**config.mk**
```make
export PLATFORM = sky130hd
export DESIGN_NAME = gray_counter_ctrl
export DESIGN_NICKNAME = d
export VERILOG_FILES = /design/src/rtl/gray_counter_ctrl.sv
export SDC_FILE = /design/constraint.sdc
export NUM_CORES = 1
export LEC_CHECK = 0
export ABC_AREA = 1
export CORE_MARGIN = 2
export CORE_UTILIZATION = 48
export CTS_CLUSTER_SIZE = 24
export DETAILED_ROUTE_END_ITERATION = 10
export GPL_TIMING_DRIVEN = 0
export PLACE_DENSITY = 0.91
export SYNTH_ARGS = -nofsm -noshare
export SYNTH_HDL_FRONTEND = slang
export SYNTH_SLANG_ARGS = --single-unit
```
**constraint.sdc**
```tcl
create_clock -name clk -period 4.26 [get_ports clk]
set_input_delay 0.852 -clock clk [delete_from_list [all_inputs] [get_ports clk]]
set_output_delay 0.852 -clock clk [all_outputs]
set_load 0.1 [all_outputs]
```
**src/rtl/gray_counter_ctrl.sv**
```systemverilog
`default_nettype none
// ============================================================================
// Module   : gray_counter_ctrl
// Purpose  : Configurable binary/Gray up-counter with a four-state run
//            controller (IDLE, RUN, PAUSE, DONE). The counter runs from 0 up to
//            a latched terminal count and then either stops (one-shot) or
//            wraps back to 0 (continuous).
// Ports    : clk, rst          - clock, synchronous active-high reset
//            cfg_valid/ready   - configuration handshake (accepted in IDLE/DONE)
//            cfg_limit         - binary terminal count
//            cfg_mode          - 0 = one-shot, 1 = continuous wrap
//            start/pause/stop  - run control (pause is a level)
//            bin_count         - registered binary count
//            gray_count        - registered Gray code of bin_count
//            busy              - high in RUN or PAUSE
//            done / wrap       - one-cycle completion / wrap pulses
//            state             - IDLE=00, RUN=01, PAUSE=10, DONE=11
// Revision : 1.0 - initial release
// ============================================================================
module gray_counter_ctrl #(
    parameter int WIDTH = 3
) (
    input  logic             clk,
    input  logic             rst,
    input  logic             cfg_valid,
    output logic             cfg_ready,
    input  logic [WIDTH-1:0] cfg_limit,
    input  logic             cfg_mode,
    input  logic             start,
    input  logic             pause,
    input  logic             stop,
    output logic [WIDTH-1:0] bin_count,
    output logic [WIDTH-1:0] gray_count,
    output logic             busy,
    output logic             done,
    output logic             wrap,
    output logic [1:0]       state
);

    typedef enum logic [1:0] {
        ST_IDLE  = 2'b00,
        ST_RUN   = 2'b01,
        ST_PAUSE = 2'b10,
        ST_DONE  = 2'b11
    } state_t;

    localparam logic [WIDTH-1:0] CNT_ZERO = '0;
    localparam logic [WIDTH-1:0] CNT_ONE  = {{(WIDTH-1){1'b0}}, 1'b1};
    localparam logic [WIDTH-1:0] CNT_MAX  = '1;

    state_t           state_q;
    logic [WIDTH-1:0] limit_q;
    logic             mode_q;

    // Gray encoding is applied to the value being written so that
    // bin_count and gray_count always update on the same edge.
    function automatic logic [WIDTH-1:0] to_gray(input logic [WIDTH-1:0] b);
        return b ^ (b >> 1);
    endfunction

    // Status outputs depend on the registered state only.
    assign state     = state_q;
    assign busy      = (state_q == ST_RUN) || (state_q == ST_PAUSE);
    assign cfg_ready = (state_q == ST_IDLE) || (state_q == ST_DONE);

    always_ff @(posedge clk) begin
        if (rst) begin
            state_q    <= ST_IDLE;
            bin_count  <= CNT_ZERO;
            gray_count <= CNT_ZERO;
            done       <= 1'b0;
            wrap       <= 1'b0;
            limit_q    <= CNT_MAX;
            mode_q     <= 1'b1;
        end else begin
            // Pulses last exactly one cycle unless re-asserted below.
            done <= 1'b0;
            wrap <= 1'b0;

            // Configuration is only taken while the controller is idle or
            // finished; a request during a run is dropped, not queued.
            if (cfg_valid && cfg_ready) begin
                limit_q <= cfg_limit;
                mode_q  <= cfg_mode;
            end

            case (state_q)
                ST_IDLE, ST_DONE: begin
                    // stop is meaningless here; bin_count holds until start.
                    if (start) begin
                        state_q    <= ST_RUN;
                        bin_count  <= CNT_ZERO;
                        gray_count <= CNT_ZERO;
                    end
                end

                ST_RUN: begin
                    if (stop) begin
                        state_q    <= ST_IDLE;
                        bin_count  <= CNT_ZERO;
                        gray_count <= CNT_ZERO;
                    end else if (pause) begin
                        state_q <= ST_PAUSE;
                    end else if (bin_count == limit_q) begin
                        if (mode_q) begin
                            // Continuous: restart at 0; with limit 0 this
                            // holds 0 and wraps every RUN cycle.
                            bin_count  <= CNT_ZERO;
                            gray_count <= CNT_ZERO;
                            wrap       <= 1'b1;
                        end else begin
                            // One-shot: park at the terminal count.
                            state_q <= ST_DONE;
                            done    <= 1'b1;
                        end
                    end else begin
                        bin_count  <= bin_count + CNT_ONE;
                        gray_count <= to_gray(bin_count + CNT_ONE);
                    end
                end

                ST_PAUSE: begin
                    if (stop) begin
                        state_q    <= ST_IDLE;
                        bin_count  <= CNT_ZERO;
                        gray_count <= CNT_ZERO;
                    end else if (!pause) begin
                        // Resume without counting on the resume edge.
                        state_q <= ST_RUN;
                    end
                end

                default: begin
                    state_q <= ST_IDLE;
                end
            endcase
        end
    end

endmodule
`default_nettype wire

```
==> results of run 1 <==
-- power by group --
| part | switching (W) | internal, W | leakage [nW] |
|---|---|---|---|
| combinational | 0.000351 | 0.000113 | 0.344 |
| clock | 0.0000432 | 0.0000365 | 0.0150 |
| sequential | 0.0000177 | 0.000148 | 0.107 |
-- cell families after synthesis --
group                      Yosys count  synth area share (%)
DFF                                 13                  36.2
and+or+nand+nor                     56                  35.0
adders and majority gates            3                  5.23
xor gates and xnor gates             3                  3.66
buffers and inverters               19                  10.5
AOI/OAI and AO/OA                   12                  9.41
-- per-stage QoR --
step           power [W]  hold slack, ns  worst slack (ns)  utilization (%)
3_5_place_dp    0.000629           0.500              1.46             70.2
2_1_floorplan   0.000533           0.461             0.929                -
5_1_grt         0.000748           0.536              1.07             72.1
6_report        0.000710           0.511              1.15             72.1
4_1_cts         0.000708           0.513              1.15             72.1
3_3_place_gp    0.000618           0.491              1.48             70.2
-- layout make-up --
class / instances / share of cell area, %
Multi-Input combinational cell: 74 / 39.3
Timing Repair Buffer: 21 / 21.6
Tap cell: 15 / 1.93
Clock buffer: 4 / 2.70
Sequential cell: 13 / 26.7
Buffer: 1 / 0.771
Inverter: 18 / 6.94
-- sequential cells by signal (all words and copies together) (netlist names) --
signal      flops
bin_count       3
done            1
gray_count      2
limit_q         3
mode_q          1
state           2
wrap            1
-- per-layer routing --
layer / up-vias / share of wire, %
met5: - / 0
met4: 0 / 2.0
met3: 5 / 5.2
met2: 32 / 51
met1: 356 / 42
li1: 384 / -
-- path summary, 6_finish.rpt --
| check | start | endpoint | cells past startpoint |
|---|---|---|---|
| worst min register to register | state[1] | state[1] | 2 |
| worst max-delay path | state[0] | busy | 4 |
| worst min-delay path | state[1] | state[1] | 2 |
| worst max register to register | state[0] | bin_count[0] | 10 |
-- layout by cell type (no fill, tap or decap), drive strengths merged --
| cell type | instances |
|---|---|
| nor3 | 1 |
| dfxtp | 13 |
| or2 | 1 |
| a21oi | 7 |
| nand2 | 31 |
| xnor2 | 2 |
| buf | 1 |
| xor2 | 1 |
| nand3 | 11 |
| nand4 | 1 |
| clkinv | 1 |
| inv | 17 |
| nor4 | 1 |
| clkbuf | 4 |
| clkdlybuf4s50 | 21 |
| o211ai | 3 |
| ha | 3 |
| nor2 | 10 |
| o21ai | 2 |
-- critical path: cells and delay by family, from the launching register on --
| kind | cells | cell delay [ns] |
|---|---|---|
| buffers and inverters | 3 | 1.27 |
| adder cells (fa/ha/maj) | 1 | 0.34 |
| flip-flops | 1 | 0.37 |
==> results_dict.tcl, run 1 <==
set metrics [dict create \
    status "complete, no violations" \
    p_per_area_nw_per_um2 729 \
    antenna_found_initial 0 \
    synth_area_leaders "dfxtp_1, nand2_1, inv_1, nand3_1, ha_1" \
    regArea_um2 260 \
    dp_hpwl_um 1350 \
    critPathSlowestCell "clkdlybuf4s50_1" \
    synth_flop_cell "dfxtp_1" \
    yosys.area.top_type_share_pct 36.2 \
    fp.dieW_um 42.7 \
    hold_buffers 0 \
    via_per_inst 5.32 \
    fillers 109 \
    diodes 0 \
    setup_tns_ns 0 \
    io_buffers 21 \
    syn_area_um2 718 \
    antenna_left 0 \
    hold_violations 0 \
    placed_area_um2 947 \
    final_cell_area_um2 973 \
    routedWlPerCell_um 12.2 \
    syn_avg_cell_area_um2 6.78 \
    fin_skew_ns 0.00329 \
    fmaxAchievable_mhz 321 \
    drc 0 \
    period_needed_ns 3.11 \
    async_flop_share_pct 0 \
    slew_headroom_pct 34.7 \
    slew_violations 0 \
    ys_warn_count 0 \
    cts-root-buf "clkbuf_4" \
    path_max_fanout 3 \
    hold_path_class "register to register" \
    end_kind "output pin" \
    worstPathRequired_ns 3.41 \
    finalSetupViolCount 0 \
    yosysSeqAreaShare_pct 36.2 \
    critPathKind "register to output pin" \
    rows 13 \
    maxCapViolCount 0 \
    grt_use_met1_pct 24.8 \
    crit_arrival_ns 2.26 \
    startpoint_type "register" \
    cpPeakStageDelay_ns 1.12 \
    drive_above_1_share_pct 7.63 \
    cts_tree "done" \
    drt_pre_antenna_iters 5 \
    core_area_um2 1350 \
    tightest_slew_ns 0.976 \
    synth_edf_count 0 \
    dp_cells 142 \
    vias 777 \
    multi_input_area_um2 383 \
    postCtsSetupRepairBufs 0 \
    finalCritPeriodShare_pct 73.1 \
    die_h_um 42.7 \
    place_congestion 0.765 \
    grt_setup_unrepaired "false" \
    synthToLayoutAreaGrowth_pct 35.5 \
    grt_max_degree 10 \
    grt_util_met2_pct 39.4 \
    finalNonFillerCells 146 \
    die-area_um2 1820 \
    drt_iter0_drc 21 \
    crit_chain "inv_1, ha_1, inv_2, clkdlybuf4s50_1" \
    syn-instance-count 106 \
    cts.sinks 13 \
    cts.reportedPaths.clkPinSlew_ns 0.08 \
    syn_nets 119 \
    yosysMostFrequentCell "nand2_1" \
    routed_wl_um 1780 \
    synth_area_leader_cell "dfxtp_1" \
    clockBufferDepth 2 \
    post_cts_resized 0 \
    num_io_pins 22 \
    numCtsBuffers 3 \
    yosys_register_bits 13 \
    gr-usage-met3_pct 3.83 \
    grt_pass1_wl_um 3020 \
    grt_pass1_vias 707 \
    clk_latency_ns 0.29 \
    ys_top_cells_by_count "nand2_1, inv_1, dfxtp_1" \
    cts-htree-levels 1 \
    ys_types 20 \
    initial_utilization_pct 53.2 \
    gr-total-overflow 0 \
    reg2reg_slack_ns 2.54 \
    ir_drop_mv 0.677 \
    grt_usage_pct 21.9 \
    grt.busiest_layer "met2" \
    fin_nets 145 \
    p_leak_nw 0.466 \
]
(Power assumes the default switching activity.)
==> run 2: changes to the inputs <==
- CORE_UTILIZATION: 48 -> 40
- PLACE_DENSITY: 0.91 -> 0.82
- clock period: 4.26 -> 2.5 ns (I/O delays scaled with it)
==> results_dict.tcl, run 2 (synthesized netlist as in run 1, its figures left out) <==
set metrics [dict create \
    status "complete, no violations" \
    path_max_fanout 7 \
    cts_tree "done" \
    numCtsBuffers 3 \
    hold_path_class "register to register" \
    pwr-share-seq_pct 23.9 \
    cts.sinks 13 \
    critPathKind "register to output pin" \
    core_area_um2 1710 \
    ir_drop_mv 0.897 \
    routed_wl_um 1600 \
    cts-root-buf "clkbuf_4" \
    drc 0 \
    power.share.clock_pct 10.9 \
    critPathSlowestCell "clkdlybuf4s50_1" \
    grt_max_degree 10 \
    cpPeakStageDelay_ns 1.19 \
    fin_nets 145 \
    fp.dieW_um 46.4 \
    reg_top3 "bin_count (3), limit_q (3)" \
    final_cell_area_um2 997 \
    fin_skew_ns 0.00457 \
    p_comb_share_pct 65.2 \
    crit_chain "clkdlybuf4s50_1" \
    antenna_left 0 \
    fmaxAchievable_mhz 411 \
    maxCapViolCount 0 \
    regArea_um2 263 \
    p_per_area_nw_per_um2 1200 \
    p_leak_nw 0.474 \
    layout_commonest_cell "nand2_1" \
    die-area_um2 2150 \
    crit_buf_inv 1 \
    clk_latency_ns 0.27 \
    slew_violations 0 \
    drt_iter0_drc 15 \
    drive_above_1_share_pct 9.92 \
    antenna_found_initial 0 \
    postCtsSetupRepairBufs 0 \
    place_congestion 0.816 \
    vias 749 \
    tightest_slew_ns 0.984 \
    diodes 0 \
    hold_violations 0 \
    io_buffers 21 \
    grt_pass1_vias 704 \
    crit_arrival_ns 1.94 \
    finalCritPeriodShare_pct 97.4 \
    fillers 149 \
    drt_pre_antenna_iters 4 \
    num_io_pins 22 \
    internal_power_w 0.000503 \
    cts-htree-levels 1 \
    grt_setup_unrepaired "false" \
    multi_input_area_um2 395 \
    finalSetupViolCount 0 \
    die_h_um 46.4 \
    worstPathRequired_ns 2.00 \
    setup_tns_ns 0 \
    synthToLayoutAreaGrowth_pct 38.9 \
    dp_hpwl_um 1290 \
    slew_headroom_pct 34.2 \
    grt_pass1_wl_um 2820 \
    period_needed_ns 2.44 \
    rows 15 \
    gr-total-overflow 0 \
    startpoint_type "register" \
    clockBufferDepth 2 \
    switchingPower_w 0.000696 \
    netSwitchingFraction_pct 58.0 \
    most-common-layout-cells "nand2_1, clkdlybuf4s50_1, inv_1" \
    initial_utilization_pct 42.1 \
    routedWlPerCell_um 10.3 \
    end_kind "output pin" \
    via_per_inst 4.80 \
    placed_area_um2 975 \
    grt_usage_pct 18.3 \
    crit_family "buffers and inverters" \
    cts.reportedPaths.clkPinSlew_ns 0.08 \
]
[run 2: cell types whose count changed in the layout (fill, tap and decap cells not counted), sizes merged]
cell	change
clkdlybuf4s50	-3
dlygate4sd2	+3
[run 2: power by group through the flow]
stage / Combinational, W / Clock, W / Sequential [W]
6_report: 0.000781 / 0.000131 / 0.000286
3_3_place_gp: 0.000785 / 0 / 0.000290
5_1_grt: 0.000847 / 0.000143 / 0.000292
4_1_cts: 0.000783 / 0.000132 / 0.000288
3_5_place_dp: 0.000800 / 0 / 0.000292
2_1_floorplan: 0.000468 / 0 / 0.000473
[run 2: timing repair]
| item | CTS | global route |
|---|---|---|
| endpoints found under the setup margin | 3 | 0 |
| hold buffers | 0 | 0 |
| gates resized for setup | 3 | 0 |
[run 2: path summary, 6_finish.rpt]
| path | start | slack (ns) | cells after the start | end |
|---|---|---|---|---|
| max reg2reg | state[0] | 0.93 | 10 | gray_count[1] |
| min | state[1] | 0.51 | 2 | state[1] |
| min reg2reg | state[1] | 0.51 | 2 | state[1] |
| max | bin_count[2] | 0.06 | 1 | bin_count[2] |
[run 2: metal layers]
metal | vias to the layer above | routed length (um) | track usage, % | share of wire, %
met5 | - | 0 | 0 | 0
met4 | 0 | 24 | 6.86 | 1.5
met3 | 4 | 67 | 3.53 | 4.2
met2 | 18 | 857 | 32.8 | 53
met1 | 342 | 654 | 21.1 | 41
li1 | 385 | - | - | -
[run 2: metrics by stage]
stage	power, W	setup WS, ns	cells	hold WS [ns]	utilization (%)
after floorplan	0.000942	0.103	106	0.461	-
after global placement	0.00107	0.173	152	0.491	57.1
after detailed placement	0.00109	0.165	152	0.499	57.1
after CTS	0.00120	0.0699	156	0.511	58.4
after global routing	0.00128	0.0139	156	0.531	58.4
final	0.00120	0.0645	156	0.512	58.4
[run 2: cell type report]
| class | count | area share, % |
|---|---|---|
| Clock buffer | 4 | 2.63 |
| Tap cell | 25 | 3.14 |
| Timing Repair Buffer | 21 | 20.7 |
| Buffer | 1 | 0.753 |
| Multi-Input combinational cell | 74 | 39.6 |
| Inverter | 18 | 6.78 |
| Sequential cell | 13 | 26.3 |
